$ cat src/rtl/countdown_timer_if.sv
// Control/preset/status bundle for countdown_timer.
// The slave side is the timer; the master side is the controller that drives it.
interface countdown_timer_if;
    logic       tick;
    logic       load;
    logic [3:0] min_t_in;
    logic [3:0] min_u_in;
    logic [3:0] sec_t_in;
    logic [3:0] sec_u_in;
    logic       start;
    logic       pause;
    logic [3:0] min_t;
    logic [3:0] min_u;
    logic [3:0] sec_t;
    logic [3:0] sec_u;
    logic       running;
    logic       done;
    logic       alarm;
    logic       load_err;

    modport slave (
        input  tick, load, min_t_in, min_u_in, sec_t_in, sec_u_in, start, pause,
        output min_t, min_u, sec_t, sec_u, running, done, alarm, load_err
    );

    modport master (
        output tick, load, min_t_in, min_u_in, sec_t_in, sec_u_in, start, pause,
        input  min_t, min_u, sec_t, sec_u, running, done, alarm, load_err
    );
endinterface

$ cat src/rtl/countdown_timer.sv
// MM:SS BCD countdown timer with start/pause control and a tick-timed alarm.
//
//  state   | meaning
//  --------+-----------------------------------------------------------
//  S_IDLE  | preset held, waiting for start (ignored at 00:00)
//  S_RUN   | each tick removes one second; expiry at 00:01 -> S_ALARM
//  S_PAUSE | count frozen, start resumes
//  S_ALARM | alarm high until ALARM_LEN ticks elapse or start acknowledges
module countdown_timer #(
    parameter int ALARM_LEN = 4
) (
    input  logic             CP,
    input  logic             reset,
    countdown_timer_if.slave bus
);

    typedef enum logic [1:0] {
        S_IDLE,
        S_RUN,
        S_PAUSE,
        S_ALARM
    } state_t;

    localparam logic [3:0] ALARM_TC = 4'(ALARM_LEN);

    state_t     state;
    state_t     state_next;

    logic [3:0] min_t_q, min_u_q, sec_t_q, sec_u_q;
    logic [3:0] min_t_next, min_u_next, sec_t_next, sec_u_next;
    logic [3:0] alarm_cnt, alarm_cnt_next;
    logic       done_q, done_next;
    logic       load_err_q, load_err_next;
    logic       running_q, alarm_q;

    logic [3:0] dec_min_t, dec_min_u, dec_sec_t, dec_sec_u;
    logic       borrow_su, borrow_st, borrow_mu;
    logic       load_valid;
    logic       count_zero;
    logic       count_one;

    assign load_valid = (bus.min_t_in <= 4'd9) && (bus.min_u_in <= 4'd9) &&
                        (bus.sec_t_in <= 4'd5) && (bus.sec_u_in <= 4'd9);

    assign count_zero = (min_t_q == 4'd0) && (min_u_q == 4'd0) &&
                        (sec_t_q == 4'd0) && (sec_u_q == 4'd0);

    assign count_one  = (min_t_q == 4'd0) && (min_u_q == 4'd0) &&
                        (sec_t_q == 4'd0) && (sec_u_q == 4'd1);

    // One-second BCD decrement; the borrow ripples through all four digits
    // combinationally so every digit lands on the same edge.
    always_comb begin
        dec_sec_u = sec_u_q;
        dec_sec_t = sec_t_q;
        dec_min_u = min_u_q;
        dec_min_t = min_t_q;
        borrow_su = 1'b0;
        borrow_st = 1'b0;
        borrow_mu = 1'b0;

        if (sec_u_q == 4'd0) begin
            dec_sec_u = 4'd9;
            borrow_su = 1'b1;
        end else begin
            dec_sec_u = sec_u_q - 4'd1;
        end

        if (borrow_su) begin
            if (sec_t_q == 4'd0) begin
                dec_sec_t = 4'd5;
                borrow_st = 1'b1;
            end else begin
                dec_sec_t = sec_t_q - 4'd1;
            end
        end

        if (borrow_st) begin
            if (min_u_q == 4'd0) begin
                dec_min_u = 4'd9;
                borrow_mu = 1'b1;
            end else begin
                dec_min_u = min_u_q - 4'd1;
            end
        end

        if (borrow_mu) begin
            dec_min_t = min_t_q - 4'd1;
        end
    end

    // Priority per edge: load > pause > start > tick.
    always_comb begin
        state_next     = state;
        min_t_next     = min_t_q;
        min_u_next     = min_u_q;
        sec_t_next     = sec_t_q;
        sec_u_next     = sec_u_q;
        alarm_cnt_next = alarm_cnt;
        done_next      = 1'b0;
        load_err_next  = 1'b0;

        if (bus.load) begin
            if (load_valid) begin
                min_t_next     = bus.min_t_in;
                min_u_next     = bus.min_u_in;
                sec_t_next     = bus.sec_t_in;
                sec_u_next     = bus.sec_u_in;
                state_next     = S_IDLE;
                alarm_cnt_next = 4'd0;
            end else begin
                load_err_next  = 1'b1;
            end
        end else begin
            unique case (state)
                S_IDLE: begin
                    if (!bus.pause && bus.start && !count_zero) begin
                        state_next = S_RUN;
                    end
                end

                S_RUN: begin
                    if (bus.pause) begin
                        state_next = S_PAUSE;
                    end else if (bus.tick && count_one) begin
                        sec_u_next     = 4'd0;
                        state_next     = S_ALARM;
                        done_next      = 1'b1;
                        alarm_cnt_next = ALARM_TC;
                    end else if (bus.tick && !count_zero) begin
                        min_t_next = dec_min_t;
                        min_u_next = dec_min_u;
                        sec_t_next = dec_sec_t;
                        sec_u_next = dec_sec_u;
                    end
                end

                S_PAUSE: begin
                    if (!bus.pause && bus.start) begin
                        state_next = S_RUN;
                    end
                end

                S_ALARM: begin
                    if (bus.start) begin
                        state_next     = S_IDLE;
                        alarm_cnt_next = 4'd0;
                    end else if (bus.tick) begin
                        // Terminal count at 1: this tick is the ALARM_LEN-th one.
                        if (alarm_cnt <= 4'd1) begin
                            state_next     = S_IDLE;
                            alarm_cnt_next = 4'd0;
                        end else begin
                            alarm_cnt_next = alarm_cnt - 4'd1;
                        end
                    end
                end

                default: begin
                    state_next = S_IDLE;
                end
            endcase
        end
    end

    always_ff @(posedge CP or posedge reset) begin
        if (reset) begin
            state      <= S_IDLE;
            min_t_q    <= 4'd0;
            min_u_q    <= 4'd0;
            sec_t_q    <= 4'd0;
            sec_u_q    <= 4'd0;
            alarm_cnt  <= 4'd0;
            done_q     <= 1'b0;
            load_err_q <= 1'b0;
            running_q  <= 1'b0;
            alarm_q    <= 1'b0;
        end else begin
            state      <= state_next;
            min_t_q    <= min_t_next;
            min_u_q    <= min_u_next;
            sec_t_q    <= sec_t_next;
            sec_u_q    <= sec_u_next;
            alarm_cnt  <= alarm_cnt_next;
            done_q     <= done_next;
            load_err_q <= load_err_next;
            running_q  <= (state_next == S_RUN);
            alarm_q    <= (state_next == S_ALARM);
        end
    end

    assign bus.min_t    = min_t_q;
    assign bus.min_u    = min_u_q;
    assign bus.sec_t    = sec_t_q;
    assign bus.sec_u    = sec_u_q;
    assign bus.running  = running_q;
    assign bus.done     = done_q;
    assign bus.alarm    = alarm_q;
    assign bus.load_err = load_err_q;

endmodule

$ cat src/flat_wrapper.sv
// flat-port wrapper written by rule: the top's interface ports become plain ports
module countdown_timer_flat 
#(
    parameter int ALARM_LEN = 4
)
  (CP, reset, bus_tick, bus_load, bus_min_t_in, bus_min_u_in, bus_sec_t_in, bus_sec_u_in, bus_start, bus_pause, bus_min_t, bus_min_u, bus_sec_t, bus_sec_u, bus_running, bus_done, bus_alarm, bus_load_err);
  countdown_timer_if bus_i ();
  input  logic CP;
  input  logic reset;
  input wire logic [$bits(bus_i.tick)-1:0] bus_tick;
  input wire logic [$bits(bus_i.load)-1:0] bus_load;
  input wire logic [$bits(bus_i.min_t_in)-1:0] bus_min_t_in;
  input wire logic [$bits(bus_i.min_u_in)-1:0] bus_min_u_in;
  input wire logic [$bits(bus_i.sec_t_in)-1:0] bus_sec_t_in;
  input wire logic [$bits(bus_i.sec_u_in)-1:0] bus_sec_u_in;
  input wire logic [$bits(bus_i.start)-1:0] bus_start;
  input wire logic [$bits(bus_i.pause)-1:0] bus_pause;
  output wire logic [$bits(bus_i.min_t)-1:0] bus_min_t;
  output wire logic [$bits(bus_i.min_u)-1:0] bus_min_u;
  output wire logic [$bits(bus_i.sec_t)-1:0] bus_sec_t;
  output wire logic [$bits(bus_i.sec_u)-1:0] bus_sec_u;
  output wire logic [$bits(bus_i.running)-1:0] bus_running;
  output wire logic [$bits(bus_i.done)-1:0] bus_done;
  output wire logic [$bits(bus_i.alarm)-1:0] bus_alarm;
  output wire logic [$bits(bus_i.load_err)-1:0] bus_load_err;
  assign bus_i.tick = bus_tick;
  assign bus_i.load = bus_load;
  assign bus_i.min_t_in = bus_min_t_in;
  assign bus_i.min_u_in = bus_min_u_in;
  assign bus_i.sec_t_in = bus_sec_t_in;
  assign bus_i.sec_u_in = bus_sec_u_in;
  assign bus_i.start = bus_start;
  assign bus_i.pause = bus_pause;
  assign bus_min_t = bus_i.min_t;
  assign bus_min_u = bus_i.min_u;
  assign bus_sec_t = bus_i.sec_t;
  assign bus_sec_u = bus_i.sec_u;
  assign bus_running = bus_i.running;
  assign bus_done = bus_i.done;
  assign bus_alarm = bus_i.alarm;
  assign bus_load_err = bus_i.load_err;
  countdown_timer #(.ALARM_LEN(ALARM_LEN)) u_core (.CP(CP), .reset(reset), .bus(bus_i));
endmodule
$ cat config.mk
export PLATFORM = sky130hd
export DESIGN_NAME = countdown_timer_flat
export DESIGN_NICKNAME = d
export VERILOG_FILES = /design/src/rtl/countdown_timer_if.sv /design/src/rtl/countdown_timer.sv /design/src/flat_wrapper.sv
export SDC_FILE = /design/constraint.sdc
export NUM_CORES = 1
export LEC_CHECK = 0
export BUFFER_PORTS_ARGS = -buffer_cell sky130_fd_sc_hd__buf_2
export CAP_MARGIN = 20
export CORE_ASPECT_RATIO = 0.5
export CORE_MARGIN = 2
export CORE_UTILIZATION = 58
export CTS_BUF_LIST = sky130_fd_sc_hd__clkbuf_4 sky130_fd_sc_hd__clkbuf_8
export CTS_CLUSTER_SIZE = 16
export DETAILED_ROUTE_END_ITERATION = 10
export HOLD_SLACK_MARGIN = 0.02
export PLACE_DENSITY_LB_ADDON = 0.3
export SKIP_CTS_REPAIR_TIMING = 1
export SLEW_MARGIN = 30
export SYNTH_ARGS = -nofsm -noshare
export SYNTH_HDL_FRONTEND = slang
export SYNTH_SLANG_ARGS = --single-unit
$ cat constraint.sdc
create_clock -name CP -period 4.6 [get_ports CP]
set_input_delay 0.92 -clock CP [delete_from_list [all_inputs] [get_ports CP]]
set_output_delay 0.92 -clock CP [all_outputs]
set_load 0.02 [all_outputs]
**After elaboration in Yosys (flattened, before gate mapping)**

Index checks and enable logic that the tools add are counted.

- Add/subtract/negate cells: 5
- $lt $le $gt $ge: 5
- Equal/unequal tests: 12
- Multiplexer cells: 59
- Reduce and logical (&&, ||, !) cells: 30

Operators with widths:

| kind | count |
|---|---|
| 2-to-1 mux 4 bit | 37 |
| subtractor 4 x 1 -> 4 bit (second input constant) | 5 |
| 2-to-1 mux 2 bit | 9 |
| AND reduction 6 bit | 3 |
| logical NOT 4 bit | 4 |
| less-or-equal comparator 4 bit (second input constant) | 3 |
| logical AND 1 bit | 11 |
| 2-to-1 mux 1 bit | 11 |
| nonzero test 2 bit | 5 |
| case mux 2 bit (4 select lines) | 1 |
| case mux 4 bit (2 select lines) | 1 |
| == test 2 bit (second input constant) | 3 |
| nonzero test 3 bit | 2 |
| AND reduction 5 bit | 1 |
| == test 2 x 1 -> 1 bit (second input constant) | 2 |
| == test 4 x 1 -> 1 bit (second input constant) | 1 |
| less-or-equal comparator 4 x 1 -> 1 bit (second input constant) | 1 |
| less-or-equal comparator 4 x 3 -> 1 bit (second input constant) | 1 |
| != test 2 bit (second input constant) | 2 |
| != test 4 bit (second input constant) | 1 |
| AND reduction 4 bit | 1 |
| != test 3 x 2 -> 1 bit (second input constant) | 1 |
| != test 3 bit (second input constant) | 1 |
| logical NOT 1 bit | 2 |
| other kinds (2) | 2 |

- Bits in registers: 26
- Input bits: 22
- Output and inout port bits: 20
- Word-level logic and storage cells: 121

**Longest topological paths before layout**

- Depth in word-level cells: 11
- Depth in mapped cells: 7

**Worst setup path after synthesis**

Ideal clock, no wire load.

- Path type: in2reg
- From: input port bus_tick
- To: register u_core.sec_u_q[0] (netlist: u_core.bus.sec_u[0])
- Library setup time: 0.125 ns
- Data arrival time: 2.237 ns
- Required time: 4.475 ns
- Path slack: 2.238 ns
- Cell stages on the path: 6
- Path buffers: 1
- Path through: clkbuf_1 > and4bb_2 > nand4_2 > and2_4 > a22o_4 > mux2_4

- Word-level cells in the longest chain between the ends: 5

RTL lines:

| item | line | RTL |
|---|---|---|
| start: declaration | flat_wrapper.sv:10 | `input wire logic [$bits(bus_i.tick)-1:0] bus_tick;` |
| logical AND 1 bit | countdown_timer.sv:125 | `end else if (bus.tick && count_one) begin` |
| 2-to-1 mux 4 bit | countdown_timer.sv:125 |  |
| 2-to-1 mux 4 bit | countdown_timer.sv:123 | `if (bus.pause) begin` |
| 2-to-1 mux 4 bit | countdown_timer.sv:115 | `unique case (state)` |
| 2-to-1 mux 4 bit | countdown_timer.sv:103 | `if (bus.load) begin` |
| end signal: assignment | countdown_timer.sv:183 | `sec_u_q <= sec_u_next;` |
| end: declaration | countdown_timer.sv:29 | `logic [3:0] min_t_q, min_u_q, sec_t_q, sec_u_q;` |

Several ways; a longest one is shown, not always the timed one. The select of a mux whose other input is x is not followed.
A chain may end at the register's enable or synchronous reset.

**Worst setup path in the final report**

- From: input port bus_load
- To: register u_core.alarm_cnt[1]

- Word-level cells in the longest chain between the ends: 2

RTL lines:

| item | line | RTL |
|---|---|---|
| start: declaration | flat_wrapper.sv:11 | `input wire logic [$bits(bus_i.load)-1:0] bus_load;` |
| != test 4 bit (no line), or another cell as far along | -- |  |
| AND reduction 5 bit (no line) | -- |  |
| end signal: assignment | countdown_timer.sv:184 | `alarm_cnt <= alarm_cnt_next;` |
| end: declaration | countdown_timer.sv:31 | `logic [3:0] alarm_cnt, alarm_cnt_next;` |

Several ways; a longest one is shown, not always the timed one.

==> run metrics <==
Synth Area in XOR/XNOR 0%; Port Buf Inserts around 40; mux contribution to synthesized area slightly above 4%; Critical Path Source Type input pin; DR vias/cell a little over 6; core area ~3000 sq um; synth top area cells dfrtp_1 (36%), nor2_1 (4.6%), ha_1 (4.2%), o21ai_0 (3.3%), inv_1 (3.1%); reg-to-reg startpoint u_core.bus.min_t[0]$_DFFE_PP0P_; routed wire length around 4400 microns; Max Slew Vio Count 0; hold depth 1; 1st-pass router iterations 4; I/O pin count 42; vias in the first global route 1520; Setup TNS 0 ns; Lkg Pwr between 0.9 and 1 nW; synth-to-layout area growth 16.9%; worst-path maximum fanout 43; most frequent cells in the layout buf_2 (41), dfrtp_1 (26), nor2_1 (22), nand2_1 (14), inv_1 (14); antenna-violating nets left 0; hold crit path type reg -> reg; CP required 4.76 ns; DRC Markers 0; CTS tree built; Critical Path, Cell by Cell buf_2 -> clkinv_1 -> a41oi_1 -> nor2_1 -> o311ai_2 -> mux2_2; htree depth 1; total track usage around a quarter; final number of setup-violating endpoints 0; WHS Endpoint u_core.bus.min_t[0]$_DFFE_PP0P_; Die Span Y around 43 microns; Root Driver clkbuf_8; GRT overflow 0; Most used DFF post-synth dfrtp_1; arrival time worst endpoint 3.04 ns; Max Cap Viol 0; r2r setup slk between 2 and 2.5 ns; Fmax 348 MHz; worst reg2reg endpoint u_core.bus.sec_u[0]$_DFFE_PP0P_; post-route cell area approximately 2100 sq um; worst-case reg-to-reg path depth 7; Cell variety after synth 56; slew margin rel. between 50% and 60%; Setup Crit Path Kind in -> reg; Final Wtd Congestion around 0.94; final core utilization 70.5%; Slowest cell on crit path buf_2; area fraction of the dominant cell type after synthesis a little over a third; commonest non-fill, non-tap cell in the layout buf_2; ys async rst share between 90% and 100%; Die Span X 82.7 microns; global-route wire length before repair 7120 microns; synthesized area per cell roughly 9.0 sq um; DP HPWL around 3200 microns; area share of fa/ha/maj cells after synthesis 4.18%; final hold vios 0; DR iter-0 viols between 100 and 150; CP endpoint kind register; die area between 3000 and 4000 sq um; status finished clean; RSZ-0062 raised after global routing no; launch point of the worst hold path u_core.bus.min_t[0]$_DFFE_PP0P_; Yosys reg bits 26; EDFF count, synth 0; largest stage delay on the critical path around 0.55 ns; largest family of logic cells by synthesized area compound AO/OA/AOI/OAI gates; Tmin final 2.87 ns; Ys Warns 0; Final Cycle Share approximately 62%; worst slew pin tran between 0.7 and 0.8 ns; CTS buffer count 3; Synth Area in Compound Gates between 20% and 30%; Final #Nets between 200 and 300; simple-gate area share of the yosys netlist between 20% and 30%; Fin Clk Skew approximately 0.00096 ns; Seq/Total Area, Yosys between 30% and 40%; area post-placement ~2000 sq um; VDD IR max roughly 0.00033 V; Worst-Skew Late Latency 0.27 ns; post-synthesis cell area 1800 sq um; total power draw around 1.0 mW; largest area contributor in the netlist dfrtp_1; clock tree buffer depth 2; row count 14; Starting Density between 60% and 70%; largest net degree at the start of global routing 44; layout cells sized above 1 26.4%; PD cells 496 nW/um^2; synthesized net count between 200 and 250; Clock Sink Count 26; antenna diode count 0; clk slew on worst S/H paths around 0.09 ns; initial antenna violation count 0; DR vias about 1700; Wirelength per Cell approximately 16 microns; cell count after synthesis 200
==> sequential cells by signal, summed over array words and instances (netlist names) <==
name and flops:
u_core.alarm_cnt 4, u_core.bus.alarm 1, u_core.bus.done 1, u_core.bus.load_err 1
u_core.bus.min_t 4, u_core.bus.min_u 4, u_core.bus.running 1, u_core.bus.sec_t 4
u_core.bus.sec_u 4, u_core.state 2
==> power breakdown <==
part | switching [mW] | leakage [nW] | internal, mW
Combinational | 0.267 | 0.605 | 0.186
Clock | 0.0775 | 0.0357 | 0.117
Sequential | 0.104 | 0.332 | 0.291
Total | 0.448 | 0.973 | 0.593
==> kinds of logic (layout without fill, tap and decap cells) <==
| group | count (synthesis) | after routing |
|---|---|---|
| flip-flops | 26 | 26 |
| AO/OA/AOI/OAI | 66 | 66 |
| buffers and inverters | 22 | 61 |
| adder cells (fa/ha/maj) | 6 | 6 |
| multiplexers | 6 | 6 |
| AND/OR/NAND/NOR | 74 | 74 |
==> layout make-up <==
cell class / count / area, sq um
clock buffers: 3 / 41.3
clock inverters: 1 / 30.0
fillers: 243 / 878
inverters: 16 / 60.1
multi-input cells: 152 / 1060
flip-flops and latches: 26 / 651
well taps: 40 / 50.0
repair buffers: 41 / 205
==> cell usage after synthesis, drive strengths merged, types with 4 or more instances <==
| master | number |
|---|---|
| nand3 | 7 |
| nor2 | 22 |
| nor4 | 6 |
| o211ai | 4 |
| dfrtp | 26 |
| clkbuf | 5 |
| inv | 15 |
| nand2 | 14 |
| o2bb2ai | 7 |
| mux2 | 4 |
| o21ai | 12 |
| nor3 | 4 |
| a22oi | 5 |
| a21oi | 10 |
| o31ai | 6 |
| ha | 6 |
==> through the flow <==
| step | std cells | setup slack (ns) | hold slack, ns |
|---|---|---|---|
| after floorplan | 200 | 2.24 | 0.514 |
| after global placement | 275 | 1.60 | 0.537 |
| after detailed placement | 275 | 1.47 | 0.541 |
| after CTS | 279 | 1.77 | 0.563 |
| after global routing | 279 | 1.54 | 0.578 |
| final | 279 | 1.73 | 0.575 |
==> how the worst max path moves through the flow <==
stage | slack, ns | endpoint | start
3_3_place_gp | 1.60 | u_core.alarm_cnt[0]$_DFFE_PP0P_ | bus_load
6_report | 1.73 | u_core.alarm_cnt[1]$_DFFE_PP0P_ | bus_load
3_5_place_dp | 1.47 | u_core.alarm_cnt[1]$_DFFE_PP0P_ | bus_load
5_1_grt | 1.54 | u_core.alarm_cnt[1]$_DFFE_PP0P_ | bus_load
4_1_cts | 1.77 | u_core.alarm_cnt[1]$_DFFE_PP0P_ | bus_load
2_1_floorplan | 2.24 | u_core.bus.sec_u[0]$_DFFE_PP0P_ | bus_tick
==> critical path: cells and delay by family <==
kind / cells / cell delay (ns)
compound gates: 2 / 0.58
mux: 1 / 0.40
simple gates: 1 / 0.12
buf+inv: 2 / 1.01
==> layer usage <==
layer  wire (microns)  share of wire, %  track usage [%]  vias up
met2             1960                45             40.2      105
met3              411               9.4             6.25        8
li1                 -                 -                -      836
met5                0                 0                0        -
met4               38              0.87             3.28        0
met1             1960                45             39.8      782
Note: power is estimated with default switching activity, not from simulation.
